File: config.mk
export PLATFORM = sky130hd
export DESIGN_NAME = dmem_arbiter
export DESIGN_NICKNAME = d
export VERILOG_FILES = /design/src/rtl/dmem_arbiter.sv
export SDC_FILE = /design/constraint.sdc
export NUM_CORES = 1
export LEC_CHECK = 0
export CAP_MARGIN = 20
export CORE_ASPECT_RATIO = 0.9
export CORE_MARGIN = 8
export CORE_UTILIZATION = 39
export DETAILED_ROUTE_END_ITERATION = 12
export PLACE_DENSITY = 0.81
export SLEW_MARGIN = 0
export SYNTH_ARGS = -nofsm -noshare
export SYNTH_HDL_FRONTEND = slang
export SYNTH_SLANG_ARGS = --single-unit
File: constraint.sdc
create_clock -name clk -period 3.7 [get_ports clk]
set_clock_uncertainty 0.05 [all_clocks]
set_input_delay 0.37 -clock clk [delete_from_list [all_inputs] [get_ports clk]]
set_output_delay 0.37 -clock clk [all_outputs]
set_load 0.01 [all_outputs]
File: src/rtl/dmem_arbiter.sv
// Round-robin two-port arbiter and single-access sequencer for the data memory.
// Misaligned halfword/word requests are answered with an error and never reach memory.
module dmem_arbiter #(
   parameter int ADDR_W = 32,
   parameter int DATA_W = 32
) (
   input  logic                  clk,
   input  logic                  rst,
   input  logic [1:0]            req_valid,
   output logic [1:0]            req_ready,
   input  logic [1:0]            req_we,
   input  logic [2*ADDR_W-1:0]   req_addr,
   input  logic [2*DATA_W-1:0]   req_wdata,
   input  logic [5:0]            req_func3,
   output logic [1:0]            rsp_valid,
   output logic [DATA_W-1:0]     rsp_rdata,
   output logic                  rsp_err,
   output logic                  mem_wr,
   output logic                  mem_read,
   output logic [ADDR_W-1:0]     mem_addr,
   output logic [DATA_W-1:0]     mem_wdata,
   output logic [2:0]            mem_func3,
   output logic [1:0]            mem_col,
   input  logic [DATA_W-1:0]     mem_rdata
);

   typedef enum logic [1:0] {
      IDLE   = 2'd0,
      ACCESS = 2'd1,
      RESP   = 2'd2
   } state_t;

   state_t              state_q, state_d;
   logic                last_q, last_d;
   logic                we_q, we_d;
   logic [ADDR_W-1:0]   addr_q, addr_d;
   logic [DATA_W-1:0]   wdata_q, wdata_d;
   logic [2:0]          func3_q, func3_d;
   logic                id_q, id_d;
   logic                mis_q, mis_d;
   logic [DATA_W-1:0]   rdata_q, rdata_d;

   logic                win_s;
   logic                accept_s;
   logic                sel_we_s;
   logic [ADDR_W-1:0]   sel_addr_s;
   logic [DATA_W-1:0]   sel_wdata_s;
   logic [2:0]          sel_func3_s;
   logic                sel_mis_s;

   // Arbitration, request select and alignment check
   always_comb begin
      win_s       = 1'b0;
      req_ready   = 2'b00;
      sel_mis_s   = 1'b0;
      case (req_valid)
         2'b01:   win_s = 1'b0;
         2'b10:   win_s = 1'b1;
         2'b11:   win_s = ~last_q;
         default: win_s = 1'b0;
      endcase
      accept_s = ((state_q == IDLE) || (state_q == RESP)) && (req_valid != 2'b00);
      if (accept_s) begin
         req_ready[win_s] = 1'b1;
      end else begin
         req_ready = 2'b00;
      end
      sel_we_s    = win_s ? req_we[1] : req_we[0];
      sel_addr_s  = win_s ? req_addr[2*ADDR_W-1:ADDR_W] : req_addr[ADDR_W-1:0];
      sel_wdata_s = win_s ? req_wdata[2*DATA_W-1:DATA_W] : req_wdata[DATA_W-1:0];
      sel_func3_s = win_s ? req_func3[5:3] : req_func3[2:0];
      case (sel_func3_s[1:0])
         2'b01:   sel_mis_s = sel_addr_s[0];
         2'b10:   sel_mis_s = (sel_addr_s[1:0] != 2'b00);
         default: sel_mis_s = 1'b0;
      endcase
   end

   // Next-state and request capture
   always_comb begin
      state_d = state_q;
      last_d  = last_q;
      we_d    = we_q;
      addr_d  = addr_q;
      wdata_d = wdata_q;
      func3_d = func3_q;
      id_d    = id_q;
      mis_d   = mis_q;
      rdata_d = rdata_q;
      case (state_q)
         IDLE:    state_d = IDLE;
         ACCESS: begin
            state_d = RESP;
            rdata_d = we_q ? {DATA_W{1'b0}} : mem_rdata;
         end
         RESP:    state_d = IDLE;
         default: state_d = IDLE;
      endcase
      // An accept in IDLE or RESP overrides the fall-back transitions above
      if (accept_s) begin
         last_d  = win_s;
         we_d    = sel_we_s;
         addr_d  = sel_addr_s;
         wdata_d = sel_wdata_s;
         func3_d = sel_func3_s;
         id_d    = win_s;
         mis_d   = sel_mis_s;
         rdata_d = {DATA_W{1'b0}};
         state_d = sel_mis_s ? RESP : ACCESS;
      end else begin
         last_d = last_q;
      end
   end

   // State and request registers
   always_ff @(posedge clk or posedge rst) begin
      if (rst) begin
         state_q <= IDLE;
         last_q  <= 1'b1;
         we_q    <= 1'b0;
         addr_q  <= {ADDR_W{1'b0}};
         wdata_q <= {DATA_W{1'b0}};
         func3_q <= 3'b000;
         id_q    <= 1'b0;
         mis_q   <= 1'b0;
         rdata_q <= {DATA_W{1'b0}};
      end else begin
         state_q <= state_d;
         last_q  <= last_d;
         we_q    <= we_d;
         addr_q  <= addr_d;
         wdata_q <= wdata_d;
         func3_q <= func3_d;
         id_q    <= id_d;
         mis_q   <= mis_d;
         rdata_q <= rdata_d;
      end
   end

   // Memory and response ports decode from state so reset silences them at once
   always_comb begin
      mem_wr    = 1'b0;
      mem_read  = 1'b0;
      mem_addr  = {ADDR_W{1'b0}};
      mem_wdata = {DATA_W{1'b0}};
      mem_func3 = 3'b000;
      mem_col   = 2'b00;
      rsp_valid = 2'b00;
      rsp_rdata = {DATA_W{1'b0}};
      rsp_err   = 1'b0;
      if (state_q == ACCESS) begin
         mem_wr    = we_q;
         mem_read  = ~we_q;
         mem_addr  = addr_q;
         mem_wdata = wdata_q;
         mem_func3 = func3_q;
         mem_col   = addr_q[1:0];
      end else begin
         mem_wr   = 1'b0;
         mem_read = 1'b0;
      end
      if (state_q == RESP) begin
         rsp_valid = id_q ? 2'b10 : 2'b01;
         rsp_rdata = rdata_q;
         rsp_err   = mis_q;
      end else begin
         rsp_valid = 2'b00;
      end
   end

endmodule

# == Word level (Yosys, flattened, before mapping) ==
# Cells that the tools add are included.
# word_totals
regBits,105
out_inout_bits,108
word_cells,51
# op_classes
order_cmp,2
eq_ne,6
n_mux,25
bitwise_logic,2
reduce_logical,7
# ops
operator,count
32-bit two-way mux,8
2-bit two-way mux,7
"2-bit equality test, second input constant",4
3-bit two-way mux,2
2-bit nonzero test,3
1-bit two-way mux,5
"2-bit by 1-bit equality test with 1-bit output, second input constant",2
1-bit case mux with 2 select lines,2
1-bit logical AND,2
2-bit logical NOT,1
"1-bit by 2-bit less-than comparator with 1-bit output, second input constant",1
1-bit NOT,2
1-bit demux with 1-bit select,1
"1-bit >= comparator, second input constant",1
1-bit logical OR,1

# == Depth between registers and ports, before layout ==
# Gate-level depths: netlist of the first run.
# logic_depth
depth_word,7
depth_mapped,7

# == Worst setup path before layout of the first run ==
# Ideal clock, no wire load.
# synth_path
path_type,input to register
start,input req_valid[1]
end,register mis_q
t_arrival_ps,1622
t_required_ps,3567
path_slack_ps,1945
stages,7
path_buffers,0
cell_sequence,a21boi_4 -> mux2i_1 -> inv_1 -> ha_1 -> o21ba_2 -> nand2b_1 -> o21ai_0
# synth_between
elab_chain_len,5
# synth_lines
element,line_no,rtl
start: declaration,9,"input logic [1:0] req_valid,"
2-bit equality test,56,case (req_valid)
1-bit case mux with 2 select lines (*),56,
3-bit two-way mux (*),71,sel_func3_s = win_s ? req_func3[5:3] : req_func3[2:0];
net sel_func3_s[1],48,logic [2:0] sel_func3_s;
2-bit equality test / 2-bit by 1-bit equality test with 1-bit output (equally long branches),72,case (sel_func3_s[1:0])
1-bit case mux with 2 select lines (*),72,
end signal: assignment,135,mis_q <= mis_d;
end: declaration,40,"logic mis_q, mis_d;"
# Mark *: on every way through the listed nets, which the timed path passes. The rest lies on a longest branch.
# A chain may end at the register's enable or synchronous reset.

# == Worst setup path in the final report of the first run ==
# layout_path
start,register state_q[0]
end,output mem_col[1]
# layout_between
elab_chain_len,2
# layout_lines
element,line_no,rtl
start: declaration,33,"state_t state_q, state_d;"
start signal: assignment,128,state_q <= state_d;
2-bit by 1-bit equality test with 1-bit output,151,if (state_q == ACCESS) begin
2-bit two-way mux,151,
end: declaration,23,"output logic [1:0] mem_col,"
# Every way passes these cells.

==> results.json, run 1 <==
{
  "fill_cells": 984,
  "rsz0062_at_grt": "no",
  "finalHoldViolations": 0,
  "grt_pass1_vias": 4935,
  "dpl.hpwl_mm": 13.70,
  "finalNetCount": 881,
  "synth_top_area_share_pct": 51.43,
  "start_kind": "flop",
  "grt_pass1_wl_mm": 27.60,
  "port_buffers": 279,
  "rr_startpoint": "last_q$_DFFE_PP1P_",
  "clk_latency_ps": 340,
  "postCtsHoldBufs": 0,
  "vias": 4613,
  "path_max_fanout": 29,
  "diodes": 0,
  "critPathKind": "reg2out",
  "rows": 39,
  "worstPathRequired_ps": 3280,
  "core_um2": 12690,
  "tns_ps": 0,
  "syn-instance-count": 448,
  "antenna_left": 0,
  "overflow": 0,
  "worst_pin_slew_ps": 991.7,
  "min_path_type": "in2async",
  "mostFrequentLayoutCell": "clkdlybuf4s50_1",
  "slew_viol_final": 0,
  "drt_iter0_markers": 281,
  "max_freq_mhz": 348.3,
  "crit_start": "state_q[0]$_DFF_PP0_",
  "ioPinCount": 280,
  "start_util_pct": 39.88,
  "synth_top_cell_by_area": "dfrtp_1",
  "post_drt_wl_per_cell_um": 20.95,
  "htreeDepth": 3,
  "syn_nets": 622,
  "layout_common_cells": "clkdlybuf4s50_1, and2_1, dfrtp_1",
  "firstDrtPassIters": 4,
  "leakage_nw": 3.514,
  "timing.final.crit_share_pct": 77.59,
  "cp-end-kind": "output port",
  "multiInputGateArea_um2": 2265,
  "outcome": "finished, final reports clean",
  "seq_area_frac_synth_pct": 51.95,
  "area_growth_pct": 63.97,
  "hold_ws_ps": 402.2,
  "post_cts_buffers": 0,
  "clkSinkCount": 105,
  "power.density_nw_per_um2": 549.8,
  "ff_latch_area_um2": 2629,
  "numCtsBuffers": 9,
  "cts_root_buf": "clkbuf_16",
  "synth.area.top_cells": "dfrtp_1, and2_1, a221o_1, a22o_1, clkbuf_1",
  "ctsResizeCount": 0,
  "final.min_clock_period_ps": 2871,
  "dieHeight_um": 124.1,
  "yosysUniqueCellTypes": 26,
  "ys_ff_latch": 105,
  "die_area_um2": 16880,
  "setup_violations": 0,
  "grtUsageTotal_pct": 21.17,
  "cts_tree": "built",
  "peakVddDrop_mv": 0.2545,
  "antenna_found_initial": 0,
  "yosysWarnings": 0,
  "syn_area_um2": 5060,
  "drc_errors": 0,
  "drive_above_1_share_pct": 4.641,
  "avgViaCountPerCell": 5.272,
  "clkSlewWorstSetupHoldPaths_ps": 70,
  "crit_arrival_ps": 2450,
  "max-slew-margin-rel_pct": 33.71,
  "place.gp.congestion": 0.8249,
  "dieWidth_um": 136.1,
  "syn_avg_cell_area_um2": 11.29,
  "wirelength_mm": 18.33,
  "cts_buffer_depth": 2,
  "grt_max_degree": 67,
  "drv_cap": 0
}
[logic make-up (layout without fill, tap and decap cells)]
logic type	count (synthesis)	in the layout	synth area share [%]
muxes	6	6	1.212
adders and majority gates	2	2	0.4945
AOI/OAI and AO/OA	111	111	20.25
DFF	105	105	51.95
and+or+nand+nor	181	181	22.11
buffers and inverters	43	306	3.981
[report_power, final]
part / switching [mW] / internal, mW
Sequential: 0.195 / 1.52
Clock: 0.407 / 0.607
Combinational: 0.804 / 1.03
Total: 1.41 / 3.16
[worst max-delay path, cell delays in order (launching register included)]
cell and delay, ps:
dfrtp_1 520, and2b_2 530, buf_4 320, and2_1 190, clkdlybuf4s50_1 550
[flip-flops by register name, indices dropped and copies added (netlist names)]
| signal | cells |
|---|---|
| addr_q | 32 |
| rdata_q | 32 |
| wdata_q | 32 |
| func3_q | 3 |
| state_q | 2 |
| id_q | 1 |
| last_q | 1 |
| mis_q | 1 |
| we_q | 1 |
[through the flow]
stage                     power [mW]  instances  setup WS (ps)  utilization [%]  cell area (um^2)
after global routing           4.820        875          645.3            65.39              8297
final                          4.561        875          829.3            65.39              8297
after detailed placement       3.568        860          991.5            62.94              7985
after CTS                      4.611        875          772.0            65.39              8297
after global placement         3.506        860           1106            62.94              7985
after floorplan                2.657        448          521.1                -              5060
[cells in the mapped netlist]
cell,number
nor3b_1,1
buf_4,6
dfrtp_1,104
nand2b_1,2
o21ai_0,6
a21oi_1,3
o31ai_1,1
a21o_1,2
and2_1,166
a221o_1,64
clkbuf_2,1
a22o_1,32
buf_2,13
nor2b_1,3
dfstp_2,1
mux2i_1,5
inv_1,3
mux2_2,1
and2b_1,2
ha_1,2
o21ba_2,1
clkbuf_1,20
nand2_1,6
o21bai_1,1
a21boi_4,1
nor2_1,1
[worst paths after layout]
check	end	depth (start not counted)	slack, ps
max in group asynchronous	last_q$_DFFE_PP1P_	3	2390
max reg2reg	state_q[1]$_DFF_PP0_	7	1660
min in group clk	addr_q[0]$_DFFE_PP0P_	2	430
min reg2reg	addr_q[0]$_DFFE_PP0P_	2	430
max	mem_col[1]	4	830
min	wdata_q[9]$_DFFE_PP0P_	2	400
[area by class of cell]
type                       instances  area share, %
clock buffer                      12          2.971
clock inverter                     3         0.7842
inverter                           3         0.1659
multi-input combinational        300          27.30
sequential                       105          31.68
tap                              164          2.473
timing repair buffer             288          34.63
[metal layers]
layer | up-vias | wire, um | track usage, %
met5 | - | 0 | 0
met4 | 0 | 335 | 6.511
met3 | 25 | 1811 | 8.105
met2 | 254 | 8976 | 35.96
met1 | 2217 | 7206 | 24.41
li1 | 2117 | - | -
(Power assumes the default switching activity.)
==> run 2, diff against run 1 <==
--- a/config.mk
+++ b/config.mk
@@ -8,9 +8,9 @@
 export CAP_MARGIN = 20
 export CORE_ASPECT_RATIO = 0.9
 export CORE_MARGIN = 8
-export CORE_UTILIZATION = 39
+export CORE_UTILIZATION = 35
 export DETAILED_ROUTE_END_ITERATION = 12
-export PLACE_DENSITY = 0.81
+export PLACE_DENSITY = 0.77
 export SLEW_MARGIN = 0
 export SYNTH_ARGS = -nofsm -noshare
 export SYNTH_HDL_FRONTEND = slang
==> constraint.sdc (replaced) <==
create_clock -name clk -period 2.45 [get_ports clk]
set_clock_uncertainty 0.05 [all_clocks]
set_input_delay 0.245 -clock clk [delete_from_list [all_inputs] [get_ports clk]]
set_output_delay 0.245 -clock clk [all_outputs]
set_load 0.01 [all_outputs]
==> run 2 against run 1 <==
Against the previous run:
- utilization down 5.5 points
- sequential power up 50%
- total power up 52%
- non-clock buffer count up 5
- via count up 1.3%
- largest power group unchanged
- critical path type unchanged
- first-iteration DRC count down 28%
- combinational power up 54%
- count of clock-buffer cells in the layout down 1
- final cell count up 4.0%
- hold slack worse by 120 ps
- wire length down 0.66%
==> results.json, run 2 (synthesis results as in run 1) <==
{
  "grt_max_degree": 67,
  "path_max_fanout": 37,
  "min_path_type": "in2async",
  "mostFrequentLayoutCell": "clkdlybuf4s50_1",
  "cts_buffer_depth": 2,
  "rsz0062_at_grt": "no",
  "die_area_um2": 18570,
  "final.min_clock_period_ps": 2314,
  "numCtsBuffers": 9,
  "max-slew-margin-rel_pct": 50.19,
  "setup_violations": 0,
  "dpl.hpwl_mm": 13.71,
  "port_buffers": 279,
  "core_um2": 14060,
  "start_util_pct": 36.00,
  "cp-end-kind": "output port",
  "power.density_nw_per_um2": 824.6,
  "cts_tree": "built",
  "vias": 4671,
  "htreeDepth": 3,
  "comb_power_share_pct": 40.6,
  "place_inst": 894,
  "outcome": "finished, final reports clean",
  "intPower_mw": 4.789,
  "crit_arrival_ps": 2020,
  "drive_above_1_share_pct": 5.579,
  "ioPinCount": 280,
  "diodes": 0,
  "postLayoutCoreUtil_pct": 59.93,
  "firstDrtPassIters": 4,
  "avgViaCountPerCell": 5.133,
  "antenna_found_initial": 1,
  "overflow": 0,
  "start_kind": "flop",
  "slew_viol_final": 0,
  "reg_top3": "addr_q x32, rdata_q x32, wdata_q x32",
  "max_freq_mhz": 432.1,
  "grt_pass1_vias": 4930,
  "tns_ps": 0,
  "seqPwrFrac_pct": 37.2,
  "critPathKind": "reg2out",
  "fin_ws_ps": 135.6,
  "worstPathRequired_ps": 2150,
  "clkSlewWorstSetupHoldPaths_ps": 70,
  "grt_pass1_wl_mm": 27.72,
  "postCtsHoldBufs": 0,
  "drc_errors": 0,
  "layout_common_cells": "clkdlybuf4s50_1, and2_1, dfrtp_1",
  "clkSinkCount": 105,
  "grtUsageTotal_pct": 19.25,
  "p_clk_share_pct": 22.2,
  "cts_root_buf": "clkbuf_16",
  "antenna_left": 0,
  "rows": 41,
  "worst_pin_slew_ps": 747.2,
  "pre_cts_ws_ps": 111.3,
  "fin_cells": 910,
  "post_drt_wl_per_cell_um": 20.01,
  "area_growth_pct": 66.47,
  "leakage_nw": 3.542,
  "finalHoldViolations": 0,
  "finalNetCount": 886,
  "clk_latency_ps": 350,
  "dieHeight_um": 130.1,
  "dieWidth_um": 142.7,
  "drv_cap": 0,
  "wirelength_mm": 18.21,
  "fill_cells": 1161,
  "place.gp.congestion": 0.8685,
  "switching_share_pct": 31.04,
  "timing.final.crit_share_pct": 94.47,
  "post_cts_buffers": 0,
  "switching_power_mw": 2.156,
  "drt_iter0_markers": 201,
  "peakVddDrop_mv": 0.4481
}
run 2: power by group through the flow:
stage | clock, mW | sequential (mW) | combinational (mW)
2_1_floorplan | 0 | 2.49 | 1.53
3_3_place_gp | 0 | 2.58 | 2.78
3_5_place_dp | 0 | 2.59 | 2.84
4_1_cts | 1.59 | 2.58 | 2.86
5_1_grt | 1.66 | 2.65 | 3.05
6_report | 1.54 | 2.58 | 2.82
run 2: area by class of cell:
| class | instances | area, um^2 | area share [%] |
|---|---|---|---|
| Tap cell | 193 | 241.5 | 2.867 |
| Clock inverter | 5 | 80.08 | 0.9507 |
| Timing Repair Buffer | 293 | 2959 | 35.13 |
| Sequential cell | 105 | 2630 | 31.22 |
| Inverter | 3 | 15.01 | 0.1783 |
| Multi-Input combinational cell | 300 | 2265 | 26.89 |
| Clock buffer | 11 | 232.7 | 2.763 |
run 2: repair_timing:
item / in CTS / in global routing
resized for setup: 2 / 2
cloned: 0 / 0
pin swaps: 0 / 0
endpoints found under the setup margin: 43 / 6
run 2: path summary, 6_finish.rpt:
check / startpoint / cells past startpoint / endpoint / slack [ps]
max: state_q[0]$_DFF_PP0_ / 4 / mem_addr[1] / 140
min: rst / 2 / rdata_q[21]$_DFFE_PP0P_ / 290
max reg2reg: last_q$_DFFE_PP1P_ / 7 / state_q[1]$_DFF_PP0_ / 590
min reg2reg: addr_q[1]$_DFFE_PP0P_ / 2 / addr_q[1]$_DFFE_PP0P_ / 430
max in group asynchronous: rst / 3 / last_q$_DFFE_PP1P_ / 1380
min in group clk: addr_q[1]$_DFFE_PP0P_ / 2 / addr_q[1]$_DFFE_PP0P_ / 430
run 2: worst max-delay path, cell delays in order, from the launching register on:
cell and delay (ps):
dfrtp_2 460, and2b_2 220, buf_8 220, and2_1 190
clkdlybuf4s50_1 560
run 2: per-stage QoR:
step	power (mW)	instance area, um^2	hold slack, ps
4_1_cts	7.032	8416	292.8
2_1_floorplan	4.014	5064	327.5
5_1_grt	7.358	8423	320.9
3_5_place_dp	5.430	8098	427.7
3_3_place_gp	5.355	8098	417.1
6_report	6.945	8423	287.0
run 2: routing by layer:
layer	vias to the layer above	part of all wire (%)	global-route usage [%]
met5	-	0.071	0
met4	2	2.0	5.493
met3	21	10	8.251
met2	258	48	32.30
met1	2264	40	22.04
li1	2126	-	-
==> run 3, diff against run 2 <==
--- a/config.mk
+++ b/config.mk
@@ -9,9 +9,10 @@
 export CORE_ASPECT_RATIO = 0.9
 export CORE_MARGIN = 8
 export CORE_UTILIZATION = 35
+export CTS_CLUSTER_DIAMETER = 120
 export DETAILED_ROUTE_END_ITERATION = 12
 export PLACE_DENSITY = 0.77
-export SLEW_MARGIN = 0
+export SLEW_MARGIN = 20
 export SYNTH_ARGS = -nofsm -noshare
 export SYNTH_HDL_FRONTEND = slang
 export SYNTH_SLANG_ARGS = --single-unit
==> results of run 3 <==
The final DEF is identical to that of run 2; final timing and power are the same.
